### src/rtl/fwd_pkg.sv
// Shared types for the forwarding scoreboard: the slot record, register
// constants and the saturating tnew decrement.
package fwd_pkg;

  localparam int REG_AW = 5;
  localparam logic [REG_AW-1:0] ZERO_REG = 5'd0;

  // Slot tnew field is stored at this width; the TW parameter must not exceed it.
  localparam int TNEW_W = 8;

  typedef struct packed {
    logic              valid;
    logic [REG_AW-1:0] addr;
    logic [TNEW_W-1:0] tnew;
  } slot_t;

  function automatic logic [TNEW_W-1:0] tnew_sat_dec(input logic [TNEW_W-1:0] t);
    return (t == '0) ? '0 : t - TNEW_W'(1);
  endfunction

endpackage

### src/rtl/fwd_port_match.sv
// One decode read port: finds the youngest in-flight producer of rd_addr_i and
// decides between forwarding, falling back to the register file, or stalling.
module fwd_port_match
  import fwd_pkg::*;
#(
  parameter int DEPTH = 3,
  parameter int DW    = 32,
  parameter int TW    = 2
) (
  input  slot_t [DEPTH-1:0]    slots_i,
  input  logic  [REG_AW-1:0]   rd_addr_i,
  input  logic  [TW-1:0]       rd_tuse_i,
  input  logic  [DW-1:0]       rf_data_i,
  input  logic  [DEPTH*DW-1:0] stage_data_i,
  output logic  [DW-1:0]       fwd_data_o,
  output logic                 fwd_hit_o,
  output logic                 stall_o
);

  logic [DEPTH-1:0]  addr_eq;
  logic              match_found;
  logic [TNEW_W-1:0] match_tnew;
  logic [TNEW_W-1:0] tuse_ext;
  logic [DW-1:0]     match_data;

  generate
    for (genvar gi = 0; gi < DEPTH; gi++) begin : g_cmp
      assign addr_eq[gi] = slots_i[gi].valid && (slots_i[gi].addr == rd_addr_i);
    end
  endgenerate

  // Scan oldest to youngest so the lowest-index match overwrites; a pending
  // younger producer therefore hides any older completed one.
  always_comb begin
    match_found = 1'b0;
    match_tnew  = '0;
    match_data  = '0;
    for (int i = DEPTH - 1; i >= 0; i--) begin
      if (addr_eq[i]) begin
        match_found = 1'b1;
        match_tnew  = slots_i[i].tnew;
        match_data  = stage_data_i[i*DW +: DW];
      end
    end
  end

  always_comb begin
    tuse_ext          = '0;
    tuse_ext[TW-1:0]  = rd_tuse_i;
  end

  always_comb begin
    fwd_data_o = rf_data_i;
    fwd_hit_o  = 1'b0;
    stall_o    = 1'b0;
    if ((rd_addr_i != ZERO_REG) && match_found) begin
      if (match_tnew == '0) begin
        fwd_data_o = match_data;
        fwd_hit_o  = 1'b1;
      end else if (match_tnew > tuse_ext) begin
        stall_o = 1'b1;
      end
    end
  end

endmodule

### src/rtl/fwd_scoreboard.sv
// Decode-side hazard/forwarding unit: a shift-register scoreboard of in-flight
// register writes, per-port forward resolution and the decode stall.
module fwd_scoreboard
  import fwd_pkg::*;
#(
  parameter int NREAD = 2,
  parameter int DEPTH = 3,
  parameter int DW    = 32,
  parameter int TW    = 2
) (
  input  logic                    clk,
  input  logic                    reset,
  input  logic                    issue_valid,
  input  logic [REG_AW-1:0]       issue_addr,
  input  logic [TW-1:0]           issue_tnew,
  input  logic                    flush,
  input  logic [NREAD*REG_AW-1:0] rd_addr,
  input  logic [NREAD*TW-1:0]     rd_tuse,
  input  logic [NREAD*DW-1:0]     rf_data,
  input  logic [DEPTH*DW-1:0]     stage_data,
  output logic [NREAD*DW-1:0]     fwd_data,
  output logic [NREAD-1:0]        fwd_hit,
  output logic                    stall,
  output logic [31:0]             stall_cnt
);

  slot_t [DEPTH-1:0] slot_q;
  slot_t             slot0_d;
  logic [31:0]       stall_cnt_q;

  logic [DW-1:0] port_data  [NREAD];
  logic          port_hit   [NREAD];
  logic          port_stall [NREAD];

  // Stall and flush both collapse to one bubble entering E.
  always_comb begin
    slot0_d = '0;
    if (!stall && !flush) begin
      slot0_d.valid              = issue_valid && (issue_addr != ZERO_REG);
      slot0_d.addr               = issue_addr;
      slot0_d.tnew[TW-1:0]       = issue_tnew;
    end
  end

  always_ff @(posedge clk) begin
    if (reset) begin
      slot_q      <= '0;
      stall_cnt_q <= '0;
    end else begin
      slot_q[0] <= slot0_d;
      for (int i = 1; i < DEPTH; i++) begin
        slot_q[i].valid <= slot_q[i-1].valid;
        slot_q[i].addr  <= slot_q[i-1].addr;
        slot_q[i].tnew  <= tnew_sat_dec(slot_q[i-1].tnew);
      end
      if (stall && (stall_cnt_q != 32'hFFFF_FFFF)) begin
        stall_cnt_q <= stall_cnt_q + 32'd1;
      end
    end
  end

  generate
    for (genvar gi = 0; gi < NREAD; gi++) begin : g_port
      fwd_port_match #(
        .DEPTH (DEPTH),
        .DW    (DW),
        .TW    (TW)
      ) u_match (
        .slots_i      (slot_q),
        .rd_addr_i    (rd_addr[gi*REG_AW +: REG_AW]),
        .rd_tuse_i    (rd_tuse[gi*TW +: TW]),
        .rf_data_i    (rf_data[gi*DW +: DW]),
        .stage_data_i (stage_data),
        .fwd_data_o   (port_data[gi]),
        .fwd_hit_o    (port_hit[gi]),
        .stall_o      (port_stall[gi])
      );
    end
  endgenerate

  always_comb begin
    fwd_data = '0;
    fwd_hit  = '0;
    stall    = 1'b0;
    for (int p = 0; p < NREAD; p++) begin
      fwd_data[p*DW +: DW] = port_data[p];
      fwd_hit[p]           = port_hit[p];
      stall                = stall | port_stall[p];
    end
  end

  assign stall_cnt = stall_cnt_q;

endmodule

### config.mk
export PLATFORM = sky130hd
export DESIGN_NAME = fwd_scoreboard
export DESIGN_NICKNAME = d
export VERILOG_FILES = /design/src/rtl/fwd_pkg.sv /design/src/rtl/fwd_port_match.sv /design/src/rtl/fwd_scoreboard.sv
export SDC_FILE = /design/constraint.sdc
export NUM_CORES = 1
export LEC_CHECK = 0
export BUFFER_PORTS_ARGS = -buffer_cell sky130_fd_sc_hd__buf_4
export CAP_MARGIN = 40
export CORE_MARGIN = 3
export CORE_UTILIZATION = 45
export CTS_CLUSTER_DIAMETER = 40
export DETAILED_ROUTE_END_ITERATION = 10
export PLACE_DENSITY = 0.81
export SYNTH_ARGS = -nofsm -noshare
export SYNTH_HDL_FRONTEND = slang
export SYNTH_SLANG_ARGS = --single-unit
### constraint.sdc
create_clock -name clk -period 4.4 [get_ports clk]
set_input_delay 0.22 -clock clk [delete_from_list [all_inputs] [get_ports clk]]
set_output_delay 0.22 -clock clk [all_outputs]
set_load 0.1 [all_outputs]
### Yosys cells after proc, flatten, opt, wreduce, memory -nomap -nowiden

Cells that the tools add are included.

* register bits after elaboration: 74
* input bits: 185
* output and inout port bits: 99
* logic and storage cells: 80

* add/sub/neg operators: 3
* $lt $le $gt $ge: 2
* eq/ne operators: 7
* multiplexer cells: 32
* bitwise logic cells: 2
* reductions and logical operators: 23

Operators with widths (count)
* two-way mux 32 bit: 10
* two-way mux 8 bit: 6
* adder 32 x 1 -> 32 bit, second input constant: 1
* zero test 8 bit: 4
* != test 32 bit, second input constant: 1
* == test 5 bit: 6
* greater-than comparator 8 x 2 -> 1 bit: 2
* two-way mux 1 bit: 16
* subtractor 8 x 1 -> 8 bit, second input constant: 2
* nonzero test 5 bit: 3
* logical AND 1 bit: 11
* OR reduction 2 bit: 3
* zero test 1 bit: 2
* inverter 1 bit: 1
* OR 1 bit: 1

### Logic depth before layout (Yosys ltp)

* word-level depth: 14
* mapped depth: 18
* depth with buffers taken out: 14

### Modules after synthesis

A second synthesis with hierarchy kept.

* cell total of the unflattened synthesis: 666
* area total of the unflattened synthesis: 5580.4 um^2

By module, submodules not included
* fwd_port_match: instances 2, cells an instance 199, area each 1500.2 um^2, sequential area each 0.0 um^2
* fwd_scoreboard: instances 1, cells an instance 268, area each 2580.0 um^2, sequential area each 1221.2 um^2

### Least setup slack after synthesis

Ideal clock, no wire load.

* kind: register to output
* start point: register slot_q[10] (netlist name)
* end point: output port fwd_data[36]
* arrival: 4.312 ns
* data required time: 4.180 ns
* setup slack: -0.132 ns
* stages on the path, launching flop included: 11
* path buffers: 3
* cells stage by stage: dfxtp_1 xor2_1 nor4_2 and3_1 buf_4 nand2_1 a222oi_1 nand2_1 clkbuf_1 clkbuf_1 o31ai_1

* word-level cells in the longest chain between the ends: 6
* elaborated cells between the ends (all ways): 9
* classes of those cells: eq/ne (1); mux (5); reduce/logical (3)

RTL lines
* from (decl): line fwd_scoreboard.sv:27 `slot_t [DEPTH-1:0] slot_q;`
* == test 5 bit (*): line fwd_port_match.sv:28 `assign addr_eq[gi] = slots_i[gi].valid && (slots_i[gi].addr == rd_addr_i);`
* logical AND 1 bit (*): line fwd_port_match.sv:28
* two-way mux 8 bit: line fwd_port_match.sv:39 `if (addr_eq[i]) begin`
* zero test 8 bit: line fwd_port_match.sv:57 `if (match_tnew == '0) begin`
* two-way mux 32 bit: line fwd_port_match.sv:57
* two-way mux 32 bit (*): line fwd_port_match.sv:56 `if ((rd_addr_i != ZERO_REG) && match_found) begin`
* to (decl): line fwd_scoreboard.sv:21 `output logic [NREAD*DW-1:0] fwd_data,`

Every way passes the cells marked *; elsewhere a longest branch is shown, timed or not.

### Worst setup path after layout

* start point: register slot_q[38] (netlist name)
* end point: output port stall

* word-level cells in the longest chain between the ends: 10
* elaborated cells between the ends (all ways): 29
* classes of those cells: order compare (2); eq/ne (2); mux (18); bitwise (1); reduce/logical (6)

RTL lines
* == test 5 bit: line fwd_port_match.sv:28
* logical AND 1 bit: line fwd_port_match.sv:28
* two-way mux 8 bit (3 in a row): line fwd_port_match.sv:39
* greater-than comparator 8 x 2 -> 1 bit: line fwd_port_match.sv:60 `end else if (match_tnew > tuse_ext) begin`
* two-way mux 1 bit: line fwd_port_match.sv:60
* two-way mux 1 bit: line fwd_port_match.sv:57
* two-way mux 1 bit: line fwd_port_match.sv:56
* OR 1 bit (*): line fwd_scoreboard.sv:88 `stall = stall | port_stall[p];`
* to (decl): line fwd_scoreboard.sv:23 `output logic stall,`

Marked as above.

==> impl_table.tex <==
\begin{tabular}{lr}
\hline
Metric & Value \\
\hline
\multicolumn{2}{l}{\textbf{Run status}} \\
\quad Result of the run & finished, final reports clean \\
\multicolumn{2}{l}{\textbf{Synth}} \\
\quad Fraction of synthesized area in multiplexers & 9.34\% \\
\quad Sequential share of the synthesized area & a little under a quarter \\
\quad Cell types occupying the most area after synthesis & sky130\_fd\_sc\_hd\_\_dfxtp\_1 24\%, sky130\_fd\_sc\_hd\_\_nand2\_1 6.8\%, sky130\_fd\_sc\_hd\_\_o31ai\_1 6.5\%, sky130\_fd\_sc\_hd\_\_mux2\_1 5.6\%, sky130\_fd\_sc\_hd\_\_a221oi\_1 5.6\% \\
\quad Most used flip-flop cell after synthesis & sky130\_fd\_sc\_hd\_\_dfxtp\_1 \\
\quad Post-synthesis compound-gate area fraction & a little over a quarter \\
\quad Number of enable flip-flop cells after synthesis & 0 \\
\quad Share of Yosys cell area claimed by the top area cell type & a little under a quarter \\
\quad Number of unique standard cell types used by synthesis & 57 \\
\quad Cells after synthesis & 693 \\
\quad Simple logic cell fraction of the synthesized area & roughly 27\% \\
\quad Share of synthesized registers carrying an async set or reset & 0\% \\
\quad Post-synthesis average cell area & 7.48 um\^{}2 \\
\quad Flip-flop and latch count after synthesis & roughly 60 \\
\quad Largest family of logic cells by synthesized area & compound AO/OA/AOI/OAI gates \\
\quad Synthesized cell area & between 5000 and 6000 um\^{}2 \\
\quad Post-Synth Adder-Cell Area & around 2.4\% \\
\quad Net Count, Synth & a little under 900 \\
\quad YS warnings & 0 \\
\quad Post-Synth XOR/XNOR Area & 5.07\% \\
\quad Area leader, netlist & sky130\_fd\_sc\_hd\_\_dfxtp\_1 \\
\multicolumn{2}{l}{\textbf{Placement}} \\
\quad IO Port Bufs & 283 \\
\quad Post-detail-place hpwl & around 17000 um \\
\quad Routability congestion estimate from global placement & approximately 0.94 \\
\multicolumn{2}{l}{\textbf{Global routing}} \\
\quad Global-route wire length before repair & 31900 um \\
\quad Global Route Usage Sum & a little under a third \\
\quad Congestion Overflow GR & 0 \\
\quad Number of global-route vias before repair & 5922 \\
\quad Initial antenna violation count & 7 \\
\quad Pin count of the biggest net entering global routing & 66 \\
\multicolumn{2}{l}{\textbf{Clock network}} \\
\quad Clock latency on the worst-skew pair & approximately 330 ps \\
\quad Clock-pin slew on the worst setup and hold paths & $\sim$50 ps \\
\quad Maximum number of buffers from clock root to sink & 2 \\
\quad Count of cells resized by post-cts repair & 0 \\
\quad Number of H-tree levels & 3 \\
\quad Post-CTS setup-driven buffer insertion count & 0 \\
\quad Root cell of the clock tree & sky130\_fd\_sc\_hd\_\_clkbuf\_16 \\
\quad CTS sink cnt & 61 \\
\quad CTS tree & done \\
\quad Hold-fix buffer count after cts & 0 \\
\quad Total clock buffers created by CTS & 9 \\
\multicolumn{2}{l}{\textbf{Final layout}} \\
\quad Area growth from synthesis to layout & 49.3\% \\
\quad Most common library cell in the layout ignoring fill and taps & sky130\_fd\_sc\_hd\_\_buf\_4 \\
\quad Final cell utilization of the core & 70.1\% \\
\quad Final net count & $\sim$1100 \\
\quad Share of post-route cells with drive strength above 1 & a little over a third \\
\quad Commonest cells after routing, fill and taps aside & 295 x sky130\_fd\_sc\_hd\_\_buf\_4, 93 x sky130\_fd\_sc\_hd\_\_nand2\_1, 61 x sky130\_fd\_sc\_hd\_\_dfxtp\_1 \\
\quad Fill cell total of the finished layout & $\sim$960 \\
\multicolumn{2}{l}{\textbf{STA}} \\
\quad Final Hold Viols & 0 \\
\quad Worst Skew & between 3 and 4 ps \\
\quad Final hold slack & slightly below 100 ps \\
\quad Maximum frequency from static timing analysis & between 200 and 300 MHz \\
\quad Count of final setup violators & 0 \\
\quad Final Critical Period & approximately 3900 ps \\
\quad Max-slew headroom at the worst pin & $\sim$60\% \\
\quad Share of the cycle needed by the critical path after routing & about 90\% \\
\quad RSZ-0062 raised after global routing & no \\
\quad Count of pins over their slew limit & 0 \\
\quad Measured slew at the worst slew-check pin & $\sim$580 ps \\
\multicolumn{2}{l}{\textbf{Critical path}} \\
\quad Worst reg2reg startpoint & slot\_q[38] \\
\quad Critical path fanouts, max & 55 \\
\quad FF-to-FF End & stall\_cnt[23] \\
\quad Startpoint type of the worst setup path & register \\
\quad Reg2reg setup slack & around 610 ps \\
\quad CP Data Arrival Time & 3700 ps \\
\quad WS Path Type & reg -> out \\
\quad Cell depth of the worst flop-to-flop path & 15 \\
\quad Endpoint kind of the worst setup timing path & primary output \\
\quad Worst endpoint required time & between 4000 and 5000 ps \\
\multicolumn{2}{l}{\textbf{Floorplan}} \\
\quad Die Span Y & $\sim$110 um \\
\quad Total die area & between 10000 and 15000 um\^{}2 \\
\quad FP Rows & 38 \\
\quad I/O pin count & 284 \\
\quad Std-Cell Core Area & around 11000 um\^{}2 \\
\quad Die boundary width & about 110 um \\
\quad Initial cell density of the core & between 40\% and 50\% \\
\multicolumn{2}{l}{\textbf{Hold path}} \\
\quad Hold Startpoint & issue\_tnew[1] \\
\quad Hold EP & slot\_q[1] \\
\quad Worst hold path class & in -> reg \\
\quad Cell depth of the worst hold path & 2 \\
\multicolumn{2}{l}{\textbf{Run}} \\
\quad Max capacitance violation total & 0 \\
\multicolumn{2}{l}{\textbf{Drt}} \\
\quad Average detailed-routed wire length per instance & between 15 and 20 um \\
\quad Starting DRC count in detailed routing & a little over 600 \\
\quad Vias per cell & $\sim$5.9 \\
\quad DR pass1 iterations & 8 \\
\quad Total wire length after detailed routing & $\sim$21000 um \\
\quad DRC violation count after routing & 0 \\
\quad Count of antenna-violating nets left after detailed routing & 0 \\
\quad DR vias & around 6400 \\
\multicolumn{2}{l}{\textbf{Power}} \\
\quad Design internal power & $\sim$1.3 mW \\
\quad Standby leakage power & roughly 3.2 nW \\
\quad Net switching component of the power & a little over 0.6 mW \\
\quad Proportion of total power due to net switching & 31.4\% \\
\quad Power Density & around 250 nW/um\^{}2 \\
\quad Maximum ir drop on the vdd rail & between 0.2 and 0.25 mV \\
\quad Share of total power in the clock network & 42.0\% \\
\quad Power share of the sequential group & 29.5\% \\
\quad Fraction of power consumed by combinational cells & 28.5\% \\
\hline
\end{tabular}
-- Yosys cell counts (all sizes together) (2+ instances only) --
| master | number |
|---|---|
| nand2 | 94 |
| nor2 | 64 |
| dfxtp | 61 |
| o21ai | 46 |
| o31ai | 45 |
| clkbuf | 43 |
| mux2 | 43 |
| a221oi | 33 |
| a22oi | 32 |
| a21oi | 23 |
| nor2b | 23 |
| or4 | 17 |
| xnor2 | 17 |
| nand3 | 16 |
| inv | 15 |
| and2 | 13 |
| buf | 13 |
| xor2 | 13 |
| or3 | 11 |
| ha | 10 |
| nor3 | 9 |
| nand4 | 8 |
| nor4 | 8 |
| and3 | 5 |
| nor3b | 4 |
| or2 | 3 |
| and4 | 2 |
| o221ai | 2 |
-- through the flow --
stage | worst slack [ps] | total power [mW] | TNS, ps | cells | instance area [um^2]
finish | 484 | 1.95 | 0 | 1095 | 7740
global placement | 691 | 1.13 | 0 | 1073 | 7370
global route | 230 | 2.01 | 0 | 1095 | 7740
floorplan | -132 | 0.921 | -2630 | 693 | 5180
CTS | 551 | 1.95 | 0 | 1088 | 7720
detailed placement | 708 | 1.14 | 0 | 1073 | 7370
-- routing by layer --
layer / wire, um / global-route usage (%)
met5: 0 / 0
met4: 975 / 16.9
met3: 1440 / 4.39
met2: 10800 / 53.9
met1: 7880 / 37.3
-- state kept, by name, summed over array words and instances, names as in the netlist --
| register | cells |
|---|---|
| slot_q | 29 |
| stall_cnt | 32 |
-- final cells by class --
class                      instances  area [um^2]  share of cell area, %
antenna                            7         17.5                  0.226
clock buffer                      11          253                   3.27
clock inverter                     4         95.1                   1.23
inverter                          15         56.3                  0.728
multi-input combinational        561         3680                   47.6
sequential                        61         1220                   15.8
tap                              140          175                   2.26
timing repair buffer             296         2230                   28.9
-- critical path, cell delays in order, from the launching register on --
cell and delay [ps]:
sky130_fd_sc_hd__dfxtp_1 330, sky130_fd_sc_hd__xor2_1 190, sky130_fd_sc_hd__nor4_4 350, sky130_fd_sc_hd__nand2_1 90
sky130_fd_sc_hd__o311ai_0 430, sky130_fd_sc_hd__o21ai_0 230, sky130_fd_sc_hd__ha_1 230, sky130_fd_sc_hd__nor2b_1 110
sky130_fd_sc_hd__a2bb2oi_1 230, sky130_fd_sc_hd__o31ai_1 100, sky130_fd_sc_hd__a31oi_1 180, sky130_fd_sc_hd__a221oi_1 80
sky130_fd_sc_hd__o22a_1 260, sky130_fd_sc_hd__buf_12 200, sky130_fd_sc_hd__inv_1 70, sky130_fd_sc_hd__buf_4 280
-- cell families after synthesis --
family,count (synthesis)
other,1
multiplexers,43
buffers and inverters,71
XOR/XNOR,30
AND/OR/NAND/NOR,278
AO/OA/AOI/OAI,199
flip-flops,61
adder cells (fa/ha/maj),10
-- how the worst max path moves through the flow --
stage          startpoint  slack (ps)            end  cells past startpoint
2_1_floorplan  slot_q[10]        -130   fwd_data[36]                     10
3_3_place_gp   rd_addr[2]         690  stall_cnt[11]                     16
3_5_place_dp   rd_addr[2]         710   stall_cnt[5]                     16
4_1_cts        slot_q[38]         550          stall                     15
5_1_grt        slot_q[38]         230          stall                     15
6_report       slot_q[38]         480          stall                     15
-- power by group through the flow --
stage | combinational [mW] | clock (mW) | sequential [mW]
after floorplan | 0.339 | 0 | 0.582
after global placement | 0.550 | 0 | 0.585
after detailed placement | 0.554 | 0 | 0.585
after CTS | 0.556 | 0.824 | 0.573
after global routing | 0.583 | 0.850 | 0.574
final | 0.556 | 0.819 | 0.574
(Power assumes the default switching activity.)
